`config.mk`:
```
export PLATFORM = sky130hd
export DESIGN_NAME = seq_detector_param
export DESIGN_NICKNAME = d
export VERILOG_FILES = /design/src/rtl/seq_detector_param.sv
export SDC_FILE = /design/constraint.sdc
export NUM_CORES = 1
export LEC_CHECK = 0
export CAP_MARGIN = 40
export CORE_AREA = 4 4 41 43
export CTS_BUF_LIST = sky130_fd_sc_hd__clkbuf_4
export DETAILED_ROUTE_END_ITERATION = 10
export DIE_AREA = 0 0 45 47
export PLACE_DENSITY = 0.58
export SLEW_MARGIN = 20
export SYNTH_ARGS = -nofsm -noshare
export SYNTH_HDL_FRONTEND = slang
export SYNTH_SLANG_ARGS = --single-unit
```
`constraint.sdc`:
```
create_clock -name clk -period 1.5 [get_ports clk]
set_input_delay 0.15 -clock clk [delete_from_list [all_inputs] [get_ports clk]]
set_output_delay 0.15 -clock clk [all_outputs]
set_load 0.005 [all_outputs]
```
`src/rtl/seq_detector_param.sv`:
```
// Serial pattern detector: PAT_W-bit history, FILL/ARMED FSM, registered match pulse.
// Optional saturating match counter enabled by defining SEQ_DETECTOR_CNT_EN.
module seq_detector_param #(
    parameter int unsigned      PAT_W = 3,
    parameter logic [PAT_W-1:0] PAT   = 3'b010,
    parameter int unsigned      CNT_W = 8
) (
    input  logic             clk,
    input  logic             rst,
    input  logic             ser_in,
    input  logic             in_valid,
    input  logic             overlap_en,
    input  logic             clr_cnt,
    output logic             match,
    output logic [CNT_W-1:0] match_cnt,
    output logic             cnt_sat
);

    localparam int unsigned FILL_W = $clog2(PAT_W + 1);
    localparam logic [FILL_W-1:0] FILL_FULL = FILL_W'(PAT_W);
    localparam logic [FILL_W-1:0] FILL_LAST = FILL_W'(PAT_W - 1);

    typedef enum logic {
        ST_FILL,
        ST_ARMED
    } state_t;

    state_t             state_q, state_d;
    logic [PAT_W-1:0]   hist_q, hist_d;
    logic [FILL_W-1:0]  fill_q, fill_d;
    logic               match_q;
    logic [PAT_W-1:0]   shifted;
    logic               hit;

    always_ff @(posedge clk) begin
        if (rst) begin
            state_q <= ST_FILL;
            hist_q  <= '0;
            fill_q  <= '0;
            match_q <= 1'b0;
        end else begin
            state_q <= state_d;
            hist_q  <= hist_d;
            fill_q  <= fill_d;
            match_q <= hit;
        end
    end

    // ARMED already implies fill==PAT_W, so only the last fill step needs the count.
    always_comb begin
        shifted = {hist_q[PAT_W-2:0], ser_in};
        hit     = in_valid
                  && ((state_q == ST_ARMED) || (fill_q == FILL_LAST))
                  && (shifted == PAT);
        hist_d  = hist_q;
        fill_d  = fill_q;
        state_d = state_q;
        if (in_valid) begin
            hist_d = shifted;
            if (hit && !overlap_en) begin
                fill_d = '0;
            end else if (fill_q != FILL_FULL) begin
                fill_d = fill_q + FILL_W'(1'b1);
            end
            state_d = (fill_d == FILL_FULL) ? ST_ARMED : ST_FILL;
        end
    end

    assign match = match_q;

`ifdef SEQ_DETECTOR_CNT_EN
    logic [CNT_W-1:0] cnt_q;

    // Clear wins over a coincident match; the match pulse itself is unaffected.
    always_ff @(posedge clk) begin
        if (rst || clr_cnt) begin
            cnt_q <= '0;
        end else if (hit && (cnt_q != '1)) begin
            cnt_q <= cnt_q + CNT_W'(1'b1);
        end
    end

    assign match_cnt = cnt_q;
    assign cnt_sat   = (cnt_q == '1);
`else
    logic unused_clr_cnt;
    assign unused_clr_cnt = clr_cnt;
    assign match_cnt      = '0;
    assign cnt_sat        = 1'b0;
`endif

endmodule

```
# ---- Word-level counts from Yosys, hierarchy flattened
# Index checks and enable logic that the tools add are counted.
dict set report totals {
  regBits 6
  input_bits 6
  output_inout_bits 10
  word_cells 18
}
dict set report classes {
  n_addsub 1
  eq_ne 4
  muxes 4
  n_reduce_logical 5
}
# cell n
set ops {}
lappend ops {{2-to-1 mux 2 bit} 3}
lappend ops {{equality test 2 bit (second input constant)} 2}
lappend ops {{equality test 3 x 2 -> 1 bit (second input constant)} 1}
lappend ops {{logical AND 1 bit} 3}
lappend ops {{adder 2 x 1 -> 2 bit (second input constant)} 1}
lappend ops {{inequality test 2 bit (second input constant)} 1}
lappend ops {{zero test 1 bit} 1}
lappend ops {{logical OR 1 bit} 1}
lappend ops {{2-to-1 mux 1 bit} 1}

# ---- Depth between registers and ports, before layout
# Gate-level depths: netlist of run 1.
dict set report depth {
  depth_word 9
  ltp_mapped 4
  ltp_nobuf 3
}

# ---- Worst setup path before layout of run 1
# Ideal clock, no wire load.
dict set report synth_timing {
  path_type {flip-flop to flip-flop}
  from {register fill_q[1]}
  to {register fill_q[0]}
  setup_ps 91
  arrival_ps 915
  required_time_ps 1409
  setup_slack_ps 494
  stages_incl_launch_ff 4
  path_buffers 0
  synth_period_minus_slack_ps 1006
  cell_sequence {dfxtp_1 nor2b_1 o2111a_2 a311oi_1}
}
dict set report synth_via {
  elab_chain_len 7
  elab_cells_between_ends 9
  cone_classes {2 x eq/ne; 3 x mux; 4 x reduce/logical}
}
# element line_no
set synth_rtl {}
lappend synth_rtl {{start: declaration} 30} ;# logic [FILL_W-1:0] fill_q, fill_d;
lappend synth_rtl {{start signal: assignment} 44} ;# fill_q <= fill_d;
lappend synth_rtl {{equality test 2 bit} 53} ;# && ((state_q == ST_ARMED) || (fill_q == FILL_LAST))
lappend synth_rtl {{logical OR 1 bit} 53}
lappend synth_rtl {{logical AND 1 bit} 53}
lappend synth_rtl {{logical AND 1 bit} 54} ;# && (shifted == PAT);
lappend synth_rtl {{logical AND 1 bit} 60} ;# if (hit && !overlap_en) begin
lappend synth_rtl {{2-to-1 mux 2 bit *} 60}
lappend synth_rtl {{2-to-1 mux 2 bit *} 58} ;# if (in_valid) begin
# Every way passes the cells marked *; elsewhere a longest branch is shown, timed or not. The select of a mux whose other input is x is not followed.
# A chain may end at the register's enable or synchronous reset.

# ---- Final worst setup path of run 1
dict set report layout_timing {
  from {register match_q, in the netlist match}
  to {output match}
}
# element line_no
set layout_rtl {}
lappend layout_rtl {{start: declaration} 31} ;# logic match_q;
lappend layout_rtl {{start signal: assignment} 45} ;# match_q <= hit;
lappend layout_rtl {{end: declaration} 14} ;# output logic match,
# No word-level cell between the ends.

==> results of run 1 <==
[placed cells by master, fill, tap and decap left out, types with 2 or more instances in the layout]
cell type | Yosys | layout
mux2i_1 | 2 | 2
clkdlybuf4s50_1 | 0 | 5
nand3b_1 | 2 | 2
dfxtp_1 | 6 | 6
nor2_1 | 3 | 3
a311oi_1 | 2 | 2
conb_1 | 1 | 9
nor2b_1 | 3 | 3
clkbuf_4 | 0 | 3
[synthesized netlist by cell type]
cell / number
mux2i_1: 2
o2111a_2: 1
a311oi_1: 2
a31oi_1: 1
conb_1: 1
dfxtp_1: 6
inv_1: 1
o22ai_1: 1
a21oi_1: 1
buf_2: 1
nor2_1: 3
nand3b_1: 2
nor2b_1: 3
o21ai_0: 1
buf_4: 9
[cell families (layout without fill, tap and decap cells)]
family / Yosys count / count (layout)
other: 1 / 9
buffers and inverters: 11 / 10
AOI/OAI and AO/OA: 7 / 7
muxes: 2 / 2
and+or+nand+nor: 8 / 8
DFF: 6 / 6
[stage by stage]
step	utilization, %	hold slack, ns	cell area, µm²
after floorplan	-	0.222	348
after global placement	27.0	0.482	352
after detailed placement	27.0	0.488	352
after CTS	28.7	0.501	374
after global routing	28.7	0.518	374
final	28.7	0.492	374
[path summary, 6_finish.rpt]
path,from,end,slack (ns),cells past startpoint
setup / recovery,match,match,0.33,1
hold / removal,hist_q[1],hist_q[1],0.49,2
setup reg to reg,fill_q[1],fill_q[0],0.41,3
hold reg to reg,hist_q[1],hist_q[1],0.49,2
[area by class of cell]
cell class	instances	share of cell area [%]
flip-flops and latches	6	32.1
repair buffers	6	15.4
clock buffers	3	6.02
well taps	15	5.02
multi-input cells	26	40.5
inverters	1	1.00
[power by group]
group          internal (mW)  leakage, nW  switching (mW)
Combinational         0.0214       0.0946          0.0205
Clock                 0.0902       0.0138          0.0548
Sequential             0.168       0.0491         0.00632
[flip-flops by register name, summed over array words and instances, names as in the netlist]
signal and flops:
fill_q 2, hist_q 2, state_q 1, match 1
[per-layer routing]
| metal | part of all wire, % | GRT usage [%] | vias up |
|---|---|---|---|
| li1 | - | - | 117 |
| met1 | 41 | 6.38 | 109 |
| met2 | 40 | 7.06 | 16 |
| met3 | 15 | 4.98 | 2 |
| met4 | 3.6 | 7.02 | 0 |
| met5 | 0 | 0 | - |
==> impl_metrics.yaml, run 1 <==
timing:
  final.min_clock_period_ns: 1.17
  timing.final.setup_violations: 0
  setup_tns_ns: 0
  max_freq_mhz: 851
  setup_repair_after_global_routing_missed_its_margin: "false"
  finClkSkew_ns: 0.00206
  post-route-worst-setup-slack_ns: 0.325
  fin_crit_sh_pct: 78.3
  finalMaxSlewViolations: 0
  hold_violations: 0
floorplanning:
  floorplan.die.height_um: 47
  row_count: 13
  floorplan.core_area_um2: 1300
  start_util_pct: 24.4
  design.die.area_um2: 2120
  num_io_pins: 16
  fp.dieW_um: 45
yosys:
  leading_post_synthesis_cells_by_cell_area: "dfxtp_1, buf_4, mux2i_1"
  yosys_register_bits: 6
  synth_top_family_by_area: "buffers and inverters"
  ys_warn_count: 0
  postSynthCellCount: 35
  synthDominantCellAreaShare_pct: 37.8
  synthMuxAreaShare_pct: 6.30
  synth_largest_area_cell: "dfxtp_1"
  syn_area_um2: 318
  seq_area_frac_synth_pct: 37.8
  yosys.area_share.xor_xnor_pct: 0
  netlist-cell-type-count: 15
  synth_compound_gate_area_share_pct: 16.5
  arithmetic_cell_share_of_the_synthesized_area_counting_full_adders_half_adders_and_majority_gates_pct: 0
  yosys.area_share.simple_pct: 14.2
  syn_area_per_cell_um2: 9.08
pwr:
  worst_ir_drop_vdd_v: 0.000392
  p_per_area_nw_per_um2: 967
  cellLeakagePower_nw: 0.158
  fin_total_pwr_mw: 0.362
run_status:
  run_status: "complete, no violations"
critical_path:
  start_kind: "flip-flop"
  critical_path.endpoint_type: "output pin"
  critical_path.slowest_cell: "clkdlybuf4s50_1"
  critPathArrivalTime_ns: 1.02
  critical_path.n_buffers_inverters: 1
  path_max_fanout: 1
  crit_family: "buffers and inverters"
  criticalPathCategory: "reg2out"
  critical_path_required_ns: 1.35
  cp_cell_sequence: "clkdlybuf4s50_1"
  delay_of_the_slowest_cell_on_the_worst_path_ns: 0.49
route:
  drt_first_iter_violations: 5
  drtAntennaViolNets: 0
  via_count: 244
  drcViolationCount: 0
  finalWirelength_um: 535
  wl_per_cell_um: 9.39
  drt_pass1_iterations: 4
  detail_route.vias_per_cell: 4.28
global_route:
  grt.overflow.total: 0
  grt_start_max_net_pins: 11
  grt_pass1_vias: 189
  grt_usage_pct: 6.17
  wire_length_of_the_first_global_routing_pass_um: 814
  antenna_found_initial: 0
cells_and_area:
  nNetsFinal: 50
  n_antenna_cell: 0
  final-seq-area_um2: 120
  multiInputGateArea_um2: 151
  fill_cells: 145
  post_route_cells_drive_above_1_share_pct: 11.9
  post_layout_nonfiller_instances: 57
  area_growth_syn_to_layout_pct: 17.7
cts:
  tritoncts.num_buffers: 3
  cts_setup_buffers: 0
  cts_max_path_buffers: 2
  clockRootBuffer: "clkbuf_4"
  cts_hold_repair.buffers: 0
  ctsResizeCount: 0
  cts.sinks: 6
  insertion_delay_ns: 0.24
  htree_levels: 1
  tritoncts_clock_tree: "yes"
  clkTransAtPathRegs_ns: 0.04
placed_design:
  buffer_ports.inserted: 5
  pre_cts_ws_ns: 0.146
  place.gp.congestion: 0.627
  placed_cells_incl_taps: 54
worst_hold_path:
  worstHoldPathType: "reg2reg"
job:
  max_cap_viol_count: 0
(Power assumes the default switching activity.)
==> run 2: changes to the inputs <==
--- a/config.mk
+++ b/config.mk
@@ -10,7 +10,7 @@
 export CTS_BUF_LIST = sky130_fd_sc_hd__clkbuf_4
 export DETAILED_ROUTE_END_ITERATION = 10
 export DIE_AREA = 0 0 45 47
-export PLACE_DENSITY = 0.58
+export PLACE_DENSITY = 0.6
 export SLEW_MARGIN = 20
 export SYNTH_ARGS = -nofsm -noshare
 export SYNTH_HDL_FRONTEND = slang
==> constraint.sdc (replaced) <==
create_clock -name clk -period 1 [get_ports clk]
set_input_delay 0.1 -clock clk [delete_from_list [all_inputs] [get_ports clk]]
set_output_delay 0.1 -clock clk [all_outputs]
set_load 0.005 [all_outputs]
==> impl_metrics.yaml, run 2 (synthesis gave the netlist of run 1 again) <==
timing:
  whs_ns: 0.466
  post-route-worst-setup-slack_ns: -0.0151
  setup_repair_after_global_routing_missed_its_margin: "true"
  max_freq_mhz: 985
  finClkSkew_ns: 0.00314
  fin_crit_sh_pct: 102
  hold_violations: 0
  finalMaxSlewViolations: 0
  final.min_clock_period_ns: 1.02
  timing.final.setup_violations: 1
pwr:
  power.sequential.fraction_pct: 46.0
  part_of_the_total_power_dissipated_in_the_clock_network_pct: 39.6
  power_switching_share_pct: 24.7
  net-switching-power_mw: 0.142
  internal-power_mw: 0.433
  fin_total_pwr_mw: 0.575
  worst_ir_drop_vdd_v: 0.000459
  power_frac_comb_pct: 14.4
  cellLeakagePower_nw: 0.183
  p_per_area_nw_per_um2: 1380
route:
  detail_route.vias_per_cell: 4.22
  drcViolationCount: 0
  drt_first_iter_violations: 11
  drtAntennaViolNets: 0
  via_count: 253
  drt_pass1_iterations: 3
  wl_per_cell_um: 10.4
  finalWirelength_um: 623
global_route:
  antenna_found_initial: 0
  grt_start_max_net_pins: 9
  grt_usage_pct: 7.11
  wire_length_of_the_first_global_routing_pass_mm: 1.01
  grt_pass1_vias: 255
  grt.overflow.total: 0
cts:
  htree_levels: 1
  cts.sinks: 6
  cts_setup_buffers: 0
  insertion_delay_ns: 0.25
  clkTransAtPathRegs_ns: 0.05
  cts_max_path_buffers: 2
  tritoncts_clock_tree: "yes"
  clockRootBuffer: "clkbuf_4"
  tritoncts.num_buffers: 3
  cts_hold_repair.buffers: 0
critical_path:
  reg2reg_setup_slack_ns: -0.02
  path_max_fanout: 4
  critical_path.endpoint_type: "flip-flop"
  start_kind: "flip-flop"
  criticalPathCategory: "reg2reg"
  critical_path_required_ns: 1.15
  critPathArrivalTime_ns: 1.17
floorplanning:
  floorplan.die.height_um: 47
  num_io_pins: 16
  floorplan.core_area_um2: 1300
  start_util_pct: 24.4
  design.die.area_um2: 2120
  fp.dieW_um: 45
  row_count: 13
run_status:
  run_status: "complete, but fails checks"
  failing_checks: "negative setup slack"
cells_and_area:
  post_route_cells_drive_above_1_share_pct: 28.9
  layout.cells.most_common: "conb_1"
  n_antenna_cell: 0
  area_growth_syn_to_layout_pct: 31.1
  nNetsFinal: 53
  fill_cells: 145
  layout_common_cells: "conb_1, dfxtp_1, buf_4"
  utilization_pct: 32.0
  reg_top3: "fill_q: 2 flops, hist_q: 2 flops"
job:
  max_cap_viol_count: 0
placed_design:
  buffer_ports.inserted: 5
  pre_cts_ws_ns: -0.253
  place.gp.congestion: 0.647
  place.detailed.hpwl_um: 454
worst_hold_path:
  worstHoldPathType: "in2reg"
run 2: power by group through the flow:
stage                     registers (mW)  clock network [mW]  logic, mW
after CTS                          0.261               0.232     0.0760
after detailed placement           0.264                   0     0.0744
after floorplan                    0.263                   0     0.0621
after global routing               0.266               0.242     0.0929
final                              0.264               0.227     0.0830
after global placement             0.263                   0     0.0736
run 2: area by class of cell:
| class | instances | area (µm²) | area share, % |
|---|---|---|---|
| multi-input combinational | 26 | 171 | 41.1 |
| sequential | 6 | 123 | 29.4 |
| timing repair buffer | 9 | 77.6 | 18.6 |
| clock buffer | 3 | 22.5 | 5.41 |
| tap | 15 | 18.8 | 4.50 |
| inverter | 1 | 3.75 | 0.901 |
run 2: what timing repair did:
| item | CTS | global route |
|---|---|---|
| resized for setup | 4 | 4 |
| endpoints found under the setup margin | 4 | 3 |
| pin swaps | 2 | 0 |
run 2: per-layer routing:
| metal | part of all wire (%) | wire length [µm] | track usage (%) |
|---|---|---|---|
| met1 | 41 | 254 | 7.05 |
| met2 | 48 | 298 | 11.3 |
| met3 | 9.6 | 60 | 3.83 |
| met4 | 1.6 | 10 | 5.26 |
| met5 | 0 | 0 | 0 |
run 2: worst paths after layout:
path / from / to / cells past startpoint
max reg2reg: fill_q[1] / fill_q[1] / 3
min reg2reg: hist_q[1] / hist_q[1] / 2
max: fill_q[1] / fill_q[1] / 3
min: in_valid / fill_q[1] / 3
run 2: worst max-delay path: stages, from the launching register on:
cell and delay [ns]:
dfxtp_2 0.32, nor2b_4 0.12, o2111a_2 0.28, a311oi_2 0.21
run 2: per-stage QoR:
step	TNS, ns	std cells	cell area (µm²)
floorplan	-0.0121	43	348
global placement	-1.27	57	374
detailed placement	-1.25	57	374
CTS	-0.000178	60	402
global route	-0.103	60	417
finish	-0.0151	60	417
==> RTL edit 1, RTL diff (flow settings as in run 1) <==
The output `match` loses its register stage (`match_q` becomes a continuous assignment).
--- a/src/rtl/seq_detector_param.sv
+++ b/src/rtl/seq_detector_param.sv
@@ -39,3 +39,2 @@
             fill_q  <= '0;
-            match_q <= 1'b0;
         end else begin
@@ -44,5 +43,6 @@
             fill_q  <= fill_d;
-            match_q <= hit;
         end
     end
+
+    assign match_q = hit;
 
Check against the original RTL: not equivalent (a bounded check fails within 4 cycles, from zero or initial values and one cycle with rst high).
==> RTL edit 1 against run 1 <==
Sequential cell count decreased by 1; wire length increased by 1.3%; final cell count increased by 8.8%; hold slack got worse by 0.032 ns; critical path type is now primary input to primary output; worst setup slack got worse by 0.20 ns; synthesized area increased by 4.7%; count of clock-buffer cells in the layout increased by 1; power increased by 3.1%; via count increased by 3.7%; cell area increased by 11%; clock power increased by 21%; die area unchanged; register-to-register slack got worse by 0.18 ns.
==> RTL edit 1: results (changes against run 1) <==
outcome: "completed"
gp_congestion: 0.658  # +4.9%
grt_max_degree: 9  # -2
detail_route.wl_per_cell_um: 8.74  # -6.9%
multi_input_gates: 27  # +3.8%
drive_gt1_frac: 0.277  # +0.158
nNonClkInverters: 2  # +1
ff_latch_area_um2: 100  # -17%
multi_input_area_share: 0.434  # +0.0291
r2r_cells: 4  # +1
grt_pass1_vias: 223  # +18%
grt_use_total: 0.0687  # +0.00706
ys_types: 17  # +2
crit_start: "ser_in"
r2r_start: "hist_q[1]$_SDFFE_PP0P_"
peakVddDrop_mv: 0.419  # +7.0%
cts-resized-gates: 2  # +2
p_int_mw: 0.285  # +1.9%
arrival_ns: 1.22  # +0.20 ns
synthMuxAreaShare: 0.0301  # -0.0329
p_comb_frac: 0.132  # +0.016
max_stage_delay_ns: 0.41  # -0.08 ns
ys_ff_latch: 5  # -1
synth_cells: 36  # +2.9%
routed_wl_um: 542  # +1.3%
yosysSeqAreaShare: 0.301  # -0.0772
num-clock-buffers: 4  # +1
fillers: 156  # +7.6%
critPathMaxFanout: 2  # +1
[RTL edit 1: cell count changes after synthesis, moves of 2 or more]
cell and change:
nor2_1 -2, nor2b_1 -3, a21oi_1 +3, nor3_1 +2
a311oi_1 -2, nand2_1 +2
[RTL edit 1: metal layers]
| layer | vias up | share of wire | global-route usage |
|---|---|---|---|
| met1 | 115 | 0.43 | 0.0682 |
| met3 | 0 | 0.11 | 0.0345 |
| met5 | - | 0 | 0 |
| met4 | 0 | 0 | 0.0877 |
| met2 | 10 | 0.46 | 0.0932 |
| li1 | 128 | - | - |
[RTL edit 1: per-stage QoR]
| stage | utilization | TNS (ns) | setup WS, ns | cell area (um2) |
|---|---|---|---|---|
| floorplan | - | 0 | 0.412 | 363 |
| global placement | 0.288 | -0.158 | -0.152 | 375 |
| detailed placement | 0.288 | -0.215 | -0.189 | 375 |
| CTS | 0.319 | 0 | 0.126 | 415 |
| global route | 0.319 | 0 | 0.0662 | 415 |
| finish | 0.319 | 0 | 0.127 | 415 |
==> RTL edit 2, RTL diff (config.mk and constraints of run 1) <==
Made on the original files. `PAT_W`: 3 -> 6.
--- a/src/rtl/seq_detector_param.sv
+++ b/src/rtl/seq_detector_param.sv
@@ -3,3 +3,3 @@
 module seq_detector_param #(
-    parameter int unsigned      PAT_W = 3,
+    parameter int unsigned      PAT_W = 6,
     parameter logic [PAT_W-1:0] PAT   = 3'b010,
Function: changed (a bounded check fails within 4 cycles, from zero or initial values and one cycle with rst high).
==> RTL edit 2 against run 1 <==
Synthesized area increased by 89%; wire length rose by 98%; cell area rose by 76%; count of clock-buffer cells in the layout unchanged; via count rose by 75%; clock skew up 0.0015 ns; first-iteration DRC count fell by 80%; synthesized cell count grew 86%; global-route usage grew 5.6 points; sequential share of layout area is 1.5 points lower; power up 50%; worst setup slack lost 0.21 ns; sequential cell count is 4 higher; critical endpoint is now state_q$_SDFFE_PP0P_.
==> RTL edit 2: results (changes against run 1) <==
outcome: "completed"
yosysSeqAreaShare: 0.333  # -0.0453
async_flop_share: 0  # unchanged
grt-ovfl-total: 0  # unchanged
critPathMaxFanout: 4  # +3
crit_start: "fill_q[1]$_SDFFE_PP0P_"
synthAdderAreaFrac: 0.0624  # +0.0624
max_stage_delay_ns: 0.36  # -0.13 ns
peakVddDrop_mv: 0.701  # +79%
r2r-end: "state_q$_SDFFE_PP0P_"
top_regs: "hist_q (5), fill_q (3)"
grt_pass1_wl_um: 1700  # +110%
htreeDepth: 1  # unchanged
nets: 84  # +68%
pre_cts_ws_ns: 0.102  # -0.0439 ns
diodes: 0  # unchanged
cts-resized-gates: 0  # unchanged
fillers: 137  # -5.5%
hp-class: "register to register"
yosys_warnings: 0  # unchanged
grt_use_total: 0.118  # +0.0560
grt_max_degree: 13  # +2
clockBufferDepth: 2  # unchanged
drive_gt1_frac: 0.176  # +0.0566
crit_family: "compound AO/OA/AOI/OAI gates"
cp_slowest_cell: "dfxtp_2"
placement.cell_area_um2: 631  # +79%
place_inst: 85  # +57%
gp_congestion: 0.752  # +20%
routed_wl_um: 1060  # +98%
synth_common_cells: "dfxtp_1, buf_4, nor2_1"
synthMuxAreaShare: 0.0665  # +0.00354
synth_compound_area_frac: 0.125  # -0.0406
antenna_found_initial: 0  # unchanged
rrSetupSlack_ns: 0.12  # -0.29 ns
fin_crit_ns: 1.38  # +0.206 ns
grt_pass1_vias: 410  # +120%
clock_latency_ns: 0.27  # +0.03 ns
holdWs_ns: 0.491  # -0.00129 ns
clock-root-buffer: "clkbuf_4"
portBuffers: 5  # unchanged
avgSynthCellArea_um2: 9.26  # +2.0%
path_class: "register to register"
finClkSkew_ns: 0.00360  # +0.00154 ns
hold_buffers: 0  # unchanged
hp-start: "fill_q[1]$_SDFFE_PP0P_"
hold_path_depth: 2  # unchanged
multi_input_area_um2: 332  # +120%
num_vias: 426  # +75%
post-dp-hpwl_um: 755
ys_types: 26  # +11
synth_area_leaders: "dfxtp_1, buf_4, mux2i_1, ha_1, nor2_1"
detail_route.wl_per_cell_um: 11.9  # +27%
synth_flop_cell: "dfxtp_1"
arrival_ns: 1.56  # +0.54 ns
path_clk_slew_ns: 0.07  # +0.03 ns
first_iter_violations: 1  # -4
r2r_cells: 6  # +3
leakage_nw: 0.286  # +81%
holdPathEnd: "fill_q[1]$_SDFFE_PP0P_"
[RTL edit 2: changes by cell type in the layout (fill, tap and decap cells not counted), moves of 3 or more]
cell	change
dfxtp_1	+3
ha_1	+3
nor2_1	+6
nor2b_1	-3
nand2b_1	+4
[RTL edit 2: per-layer routing]
metal / GRT usage / vias to the layer above / wire [um]
met5: 0 / - / 0
met4: 0.0468 / 0 / 14
met3: 0.0728 / 2 / 81
met2: 0.198 / 14 / 528
met1: 0.118 / 190 / 432
li1: - / 220 / -
[RTL edit 2: power breakdown]
part	internal [mW]	switching, mW	leakage (nW)
sequential	0.273	0.00745	0.0817
combinational	0.0338	0.0345	0.189
clock	0.0962	0.0968	0.0154
total	0.403	0.139	0.286
[RTL edit 2: final cells by class]
cell class,count,share of cell area
clock buffers,3,0.0342
flip-flops and latches,10,0.306
multi-input cells,50,0.504
well taps,15,0.0285
clock inverters,1,0.00570
repair buffers,8,0.110
inverters,2,0.0114
